===== src/rtl/pipeline_hazard_ctrl_if.sv =====
// Hazard-controller bundle: pipeline hazard information in, stage enable/flush controls out.
// The master modport is the pipeline datapath side; the slave modport is the controller side.
interface pipeline_hazard_ctrl_if;
    logic [4:0] id_rs1_i;
    logic [4:0] id_rs2_i;
    logic       id_rs1_used_i;
    logic       id_rs2_used_i;
    logic [4:0] ex_rd_i;
    logic       ex_is_load_i;
    logic       mispred_i;
    logic       lsu_busy_i;
    logic       pc_en_o;
    logic       if_id_en_o;
    logic       if_id_flush_o;
    logic       id_ex_en_o;
    logic       id_ex_flush_o;
    logic       ex_mem_en_o;
    logic       redirect_o;
    logic [1:0] state_o;

    modport master (
        output id_rs1_i, id_rs2_i, id_rs1_used_i, id_rs2_used_i,
        output ex_rd_i, ex_is_load_i, mispred_i, lsu_busy_i,
        input  pc_en_o, if_id_en_o, if_id_flush_o, id_ex_en_o,
        input  id_ex_flush_o, ex_mem_en_o, redirect_o, state_o
    );

    modport slave (
        input  id_rs1_i, id_rs2_i, id_rs1_used_i, id_rs2_used_i,
        input  ex_rd_i, ex_is_load_i, mispred_i, lsu_busy_i,
        output pc_en_o, if_id_en_o, if_id_flush_o, id_ex_en_o,
        output id_ex_flush_o, ex_mem_en_o, redirect_o, state_o
    );
endinterface


===== src/rtl/pipeline_hazard_ctrl.sv =====
// Stall/flush sequencer for the 5-stage always-taken pipeline (load-use, mispredict, LSU freeze).
// Optional perf counters (stall_cnt_o, flush_cnt_o) are built when PIPE_PERF_CNT_EN is defined.
//
// state    | meaning
// RUN      | normal issue; load-use bubbles and mispredicts handled here
// MEM_WAIT | LSU freeze; resumes the saved state (RUN or FLUSH) when busy drops
// FLUSH    | extra IF/ID flush cycles after a redirect, cnt_q cycles remain
module pipeline_hazard_ctrl #(
    parameter int FLUSH_CYCLES = 1
`ifdef PIPE_PERF_CNT_EN
    ,
    parameter int CNT_W = 32
`endif
) (
    input  logic                   clk_i,
    input  logic                   rst_i,
`ifdef PIPE_PERF_CNT_EN
    output logic [CNT_W-1:0]       stall_cnt_o,
    output logic [CNT_W-1:0]       flush_cnt_o,
`endif
    pipeline_hazard_ctrl_if.slave  bus
);

    typedef enum logic [1:0] {
        RUN      = 2'd0,
        MEM_WAIT = 2'd1,
        FLUSH    = 2'd2
    } state_t;

    state_t     state_q, state_d;
    state_t     ret_state_q, ret_state_d;
    state_t     eff_state;
    logic [3:0] cnt_q, cnt_d;
    logic       load_use;
    logic       accept_mispred;

    assign load_use = bus.ex_is_load_i && (bus.ex_rd_i != 5'd0) &&
                      ((bus.id_rs1_used_i && (bus.id_rs1_i == bus.ex_rd_i)) ||
                       (bus.id_rs2_used_i && (bus.id_rs2_i == bus.ex_rd_i)));

    // Once busy drops, MEM_WAIT behaves exactly like the state it interrupted.
    always_comb begin
        eff_state = RUN;
        case (state_q)
            MEM_WAIT: eff_state = ret_state_q;
            FLUSH:    eff_state = FLUSH;
            default:  eff_state = RUN;
        endcase
    end

    always_comb begin
        state_d           = RUN;
        ret_state_d       = ret_state_q;
        cnt_d             = cnt_q;
        accept_mispred    = 1'b0;
        bus.pc_en_o       = 1'b1;
        bus.if_id_en_o    = 1'b1;
        bus.if_id_flush_o = 1'b0;
        bus.id_ex_en_o    = 1'b1;
        bus.id_ex_flush_o = 1'b0;
        bus.ex_mem_en_o   = 1'b1;
        bus.redirect_o    = 1'b0;
        if (rst_i) begin
            bus.pc_en_o       = 1'b0;
            bus.if_id_en_o    = 1'b0;
            bus.id_ex_en_o    = 1'b0;
            bus.ex_mem_en_o   = 1'b0;
            bus.if_id_flush_o = 1'b1;
            bus.id_ex_flush_o = 1'b1;
            ret_state_d       = RUN;
            cnt_d             = 4'd0;
        end else if (bus.lsu_busy_i) begin
            bus.pc_en_o     = 1'b0;
            bus.if_id_en_o  = 1'b0;
            bus.id_ex_en_o  = 1'b0;
            bus.ex_mem_en_o = 1'b0;
            state_d         = MEM_WAIT;
            if (state_q != MEM_WAIT) begin
                ret_state_d = eff_state;
            end
        end else if (bus.mispred_i) begin
            accept_mispred    = 1'b1;
            bus.redirect_o    = 1'b1;
            bus.if_id_flush_o = 1'b1;
            bus.id_ex_flush_o = 1'b1;
            if (FLUSH_CYCLES > 1) begin
                state_d = FLUSH;
                cnt_d   = 4'(FLUSH_CYCLES - 1);
            end
        end else if (eff_state == FLUSH) begin
            bus.if_id_flush_o = 1'b1;
            cnt_d             = cnt_q - 4'd1;
            state_d           = (cnt_q == 4'd1) ? RUN : FLUSH;
        end else if (load_use) begin
            bus.pc_en_o       = 1'b0;
            bus.if_id_en_o    = 1'b0;
            bus.id_ex_flush_o = 1'b1;
        end
    end

    always_ff @(posedge clk_i) begin
        state_q     <= state_d;
        ret_state_q <= ret_state_d;
        cnt_q       <= cnt_d;
    end

    assign bus.state_o = state_q;

`ifdef PIPE_PERF_CNT_EN
    logic [CNT_W-1:0] stall_cnt_q, stall_cnt_d;
    logic [CNT_W-1:0] flush_cnt_q, flush_cnt_d;

    always_comb begin
        stall_cnt_d = stall_cnt_q;
        flush_cnt_d = flush_cnt_q;
        if (rst_i) begin
            stall_cnt_d = '0;
            flush_cnt_d = '0;
        end else begin
            if (!bus.pc_en_o && (stall_cnt_q != '1)) begin
                stall_cnt_d = stall_cnt_q + 1'b1;
            end
            if (accept_mispred && (flush_cnt_q != '1)) begin
                flush_cnt_d = flush_cnt_q + 1'b1;
            end
        end
    end

    always_ff @(posedge clk_i) begin
        stall_cnt_q <= stall_cnt_d;
        flush_cnt_q <= flush_cnt_d;
    end

    assign stall_cnt_o = stall_cnt_q;
    assign flush_cnt_o = flush_cnt_q;
`else
    logic unused_accept;
    assign unused_accept = accept_mispred;
`endif

endmodule

===== src/flat_wrapper.sv =====
// flat-port wrapper written by rule: the top's interface ports become plain ports
module pipeline_hazard_ctrl_flat 
#(
    parameter int FLUSH_CYCLES = 1

)
  (clk_i, rst_i, bus_id_rs1_i, bus_id_rs2_i, bus_id_rs1_used_i, bus_id_rs2_used_i, bus_ex_rd_i, bus_ex_is_load_i, bus_mispred_i, bus_lsu_busy_i, bus_pc_en_o, bus_if_id_en_o, bus_if_id_flush_o, bus_id_ex_en_o, bus_id_ex_flush_o, bus_ex_mem_en_o, bus_redirect_o, bus_state_o);
  pipeline_hazard_ctrl_if bus_i ();
  input  logic clk_i;
  input  logic rst_i;
  input wire logic [$bits(bus_i.id_rs1_i)-1:0] bus_id_rs1_i;
  input wire logic [$bits(bus_i.id_rs2_i)-1:0] bus_id_rs2_i;
  input wire logic [$bits(bus_i.id_rs1_used_i)-1:0] bus_id_rs1_used_i;
  input wire logic [$bits(bus_i.id_rs2_used_i)-1:0] bus_id_rs2_used_i;
  input wire logic [$bits(bus_i.ex_rd_i)-1:0] bus_ex_rd_i;
  input wire logic [$bits(bus_i.ex_is_load_i)-1:0] bus_ex_is_load_i;
  input wire logic [$bits(bus_i.mispred_i)-1:0] bus_mispred_i;
  input wire logic [$bits(bus_i.lsu_busy_i)-1:0] bus_lsu_busy_i;
  output wire logic [$bits(bus_i.pc_en_o)-1:0] bus_pc_en_o;
  output wire logic [$bits(bus_i.if_id_en_o)-1:0] bus_if_id_en_o;
  output wire logic [$bits(bus_i.if_id_flush_o)-1:0] bus_if_id_flush_o;
  output wire logic [$bits(bus_i.id_ex_en_o)-1:0] bus_id_ex_en_o;
  output wire logic [$bits(bus_i.id_ex_flush_o)-1:0] bus_id_ex_flush_o;
  output wire logic [$bits(bus_i.ex_mem_en_o)-1:0] bus_ex_mem_en_o;
  output wire logic [$bits(bus_i.redirect_o)-1:0] bus_redirect_o;
  output wire logic [$bits(bus_i.state_o)-1:0] bus_state_o;
  assign bus_i.id_rs1_i = bus_id_rs1_i;
  assign bus_i.id_rs2_i = bus_id_rs2_i;
  assign bus_i.id_rs1_used_i = bus_id_rs1_used_i;
  assign bus_i.id_rs2_used_i = bus_id_rs2_used_i;
  assign bus_i.ex_rd_i = bus_ex_rd_i;
  assign bus_i.ex_is_load_i = bus_ex_is_load_i;
  assign bus_i.mispred_i = bus_mispred_i;
  assign bus_i.lsu_busy_i = bus_lsu_busy_i;
  assign bus_pc_en_o = bus_i.pc_en_o;
  assign bus_if_id_en_o = bus_i.if_id_en_o;
  assign bus_if_id_flush_o = bus_i.if_id_flush_o;
  assign bus_id_ex_en_o = bus_i.id_ex_en_o;
  assign bus_id_ex_flush_o = bus_i.id_ex_flush_o;
  assign bus_ex_mem_en_o = bus_i.ex_mem_en_o;
  assign bus_redirect_o = bus_i.redirect_o;
  assign bus_state_o = bus_i.state_o;
  pipeline_hazard_ctrl #(.FLUSH_CYCLES(FLUSH_CYCLES)) u_core (.clk_i(clk_i), .rst_i(rst_i), .bus(bus_i));
endmodule

===== config.mk =====
export PLATFORM = sky130hd
export DESIGN_NAME = pipeline_hazard_ctrl_flat
export DESIGN_NICKNAME = d
export VERILOG_FILES = /design/src/rtl/pipeline_hazard_ctrl_if.sv /design/src/rtl/pipeline_hazard_ctrl.sv /design/src/flat_wrapper.sv
export SDC_FILE = /design/constraint.sdc
export NUM_CORES = 1
export LEC_CHECK = 0
export ABC_AREA = 0
export CAP_MARGIN = 30
export CORE_ASPECT_RATIO = 0.9
export CORE_MARGIN = 2
export CORE_UTILIZATION = 41
export CTS_CLUSTER_DIAMETER = 150
export DETAILED_ROUTE_END_ITERATION = 10
export PLACE_DENSITY = 0.86
export SLEW_MARGIN = 40
export SYNTH_ARGS = -nofsm -noshare
export SYNTH_HDL_FRONTEND = slang
export SYNTH_SLANG_ARGS = --single-unit
export TNS_END_PERCENT = 20

===== constraint.sdc =====
create_clock -name clk_i -period 4.93 [get_ports clk_i]
set_clock_uncertainty 0.05 [all_clocks]
set_input_delay 0.986 -clock clk_i [delete_from_list [all_inputs] [get_ports clk_i]]
set_output_delay 0.986 -clock clk_i [all_outputs]
set_load 0.01 [all_outputs]

==> results.sh <==
export IMPL_ant_nets=0
export IMPL_ctsRootBufferMaster="clkbuf_4"
export IMPL_die_height_um=40.5
export IMPL_ys_warn_count=0
export IMPL_synth_top_cell_area_share_pct=26.3
export IMPL_synth_flop_cell="dfxtp_1"
export IMPL_synth_commonest_cells="8 x dfxtp_1, 8 x xor2_1, 7 x nor2_1, 5 x inv_1, 4 x ha_1"
export IMPL_gp_congestion=0.659
export IMPL_start_kind="input pin"
export IMPL_holdCritPathClass="reg2reg"
export IMPL_track_usage_pct=17.4
export IMPL_ys_ff_latch=8
export IMPL_endpoint_kind="output pin"
export IMPL_max_freq_mhz=250
export IMPL_slew_limit_headroom_pct=71.2
export IMPL_syn_avg_cell_area_um2=8.94
export IMPL_fin_crit_ns=3.99
export IMPL_maxSlewViolCount=0
export IMPL_power_total_w=0.000164
export IMPL_synth_edf_count=0
export IMPL_fin_tns_setup_ns=0
export IMPL_cts_buffers=3
export IMPL_core_um2=1420
export IMPL_synth_nets=94
export IMPL_ys_types=30
export IMPL_final_hold_violation_count=0
export IMPL_drt_total_wl_um=1540
export IMPL_drc=0
export IMPL_wl_per_cell_um=13.6
export IMPL_cp_data_required_time_ns=3.89
export IMPL_grt_pass1_vias=484
export IMPL_worst_slew_pin_slew_ns=0.430
export IMPL_leakagePower_nw=0.337
export IMPL_grt_pass1_wl_um=2130
export IMPL_grt_max_degree=12
export IMPL_post_route_period_util_pct=81.0
export IMPL_max_cap_violations=0
export IMPL_ios=31
export IMPL_worstPathArrival_ns=2.96
export IMPL_synthTopCellsByArea="dfxtp_1 26%, xor2_1 12%, ha_1 8.2%, nor2_1 4.3%, xnor2_1 4.3%"
export IMPL_drive_above_1_share_pct=7.14
export IMPL_ctsResizeCount=0
export IMPL_dieArea_um2=1810
export IMPL_async_flop_share_pct=0
export IMPL_dp_hpwl_um=1310
export IMPL_fp_row_count=13
export IMPL_netlist_area_um2=608
export IMPL_crit_type="in2out"
export IMPL_status="finished clean"
export IMPL_rsz0062_at_grt="false"
export IMPL_gr_total_overflow=0
export IMPL_drt_initial_drc_count=7
export IMPL_cp_max_fo=3
export IMPL_insertion_delay_ns=0.25
export IMPL_ir_worst_vdd_mv=0.188
export IMPL_antenna_found_initial=0
export IMPL_synthToLayoutAreaGrowth_pct=53.1
export IMPL_vias_per_cell=5.04
export IMPL_cts_sinks=8
export IMPL_htreeDepth=1
export IMPL_path_clk_slew_ns=0.06
export IMPL_fp_dieW_um=44.6
export IMPL_cts_tree="yes"
export IMPL_yosysTopAreaCell="dfxtp_1"
export IMPL_power_density_nw_per_um2=176
export IMPL_nNetsFinal=126
export IMPL_clock_path_buffers=2
export IMPL_vias=569
export IMPL_cts_setup_buffers=0
export IMPL_yosysSeqAreaShare_pct=26.3
export IMPL_start_util_pct=43.0
export IMPL_drtPass1Iterations=4
export IMPL_num_antenna_cells=0
export IMPL_cts_hold_buf=0
export IMPL_port_buffers=30
export IMPL_setup_viol=0
export IMPL_syn_inst=68
==> routing by layer <==
metal	GRT usage (%)	wire length [um]
met4	6.82	12
met5	0	0
met1	20.5	670
met3	6.76	57
met2	28.6	799
==> worst max-delay path: stages <==
cell and delay, ns:
clkdlybuf4s50_1 0.47, or4_1 0.58, o211ai_1 0.21, o31a_1 0.17
clkdlybuf4s50_1 0.54
==> report_power, final <==
group | internal (W) | switching (W) | leakage (nW)
Clock | 0.0000279 | 0.0000228 | 0.0138
Sequential | 0.0000651 | 0.000000341 | 0.0647
Combinational | 0.0000293 | 0.0000186 | 0.258
==> logic make-up after synthesis <==
logic type               synth area share, %
buffers and inverters                   6.17
XOR/XNOR                                15.8
flip-flops                              26.3
multiplexers                            1.65
AO/OA/AOI/OAI                           16.1
AND/OR/NAND/NOR                         25.7
adder cells (fa/ha/maj)                 8.23
==> worst paths after layout <==
kind,startpoint,cells past startpoint,slack [ns],end
max,bus_ex_rd_i[0],5,0.94,bus_pc_en_o
max reg2reg,u_core.bus.state_o[0],6,3.21,u_core.cnt_q[2]
min,u_core.ret_state_q[0],1,0.44,u_core.ret_state_q[0]
min reg2reg,u_core.ret_state_q[0],1,0.44,u_core.ret_state_q[0]
==> area by class of cell <==
class	count	area, um^2
fillers	113	484
multi-input cells	52	410
repair buffers	30	300
flip-flops and latches	8	160
clock buffers	3	22.5
inverters	5	18.8
well taps	15	18.8
==> state kept, by name, summed over array words and instances, names as in the netlist <==
signal	flops
u_core.bus.state_o	2
u_core.cnt_q	4
u_core.ret_state_q	2
==> metrics by stage <==
step           hold WS, ns  setup slack [ns]  cell area (um^2)  utilization [%]  instances
2_1_floorplan        0.419              1.87               608                -         68
3_3_place_gp         0.429             0.939               908             64.2        110
3_5_place_dp         0.434             0.948               908             64.2        110
4_1_cts              0.443             0.945               931             65.8        113
5_1_grt              0.466             0.872               931             65.8        113
6_report             0.438             0.936               931             65.8        113
==> cell usage in the layout (no fill, tap or decap) <==
cell              n
or4_1             1
clkdlybuf4s50_1  30
inv_1             5
a32oi_1           1
mux2i_1           1
clkbuf_4          3
and2_1            1
nor4_1            1
o31a_1            1
and2_0            1
a31o_1            2
ha_1              4
nor4_2            1
o2111ai_1         1
xor2_1            8
nor2b_1           2
a21oi_1           3
nor3_1            1
a21oi_2           2
nor4b_1           1
and2b_1           1
dfxtp_1           8
nand2b_1          3
nor2_1            7
a211oi_1          1
o22ai_1           1
o211ai_1          1
xnor2_1           3
nor4b_4           1
nor3b_1           2
No activity file was read; power rests on OpenSTA's default activity.
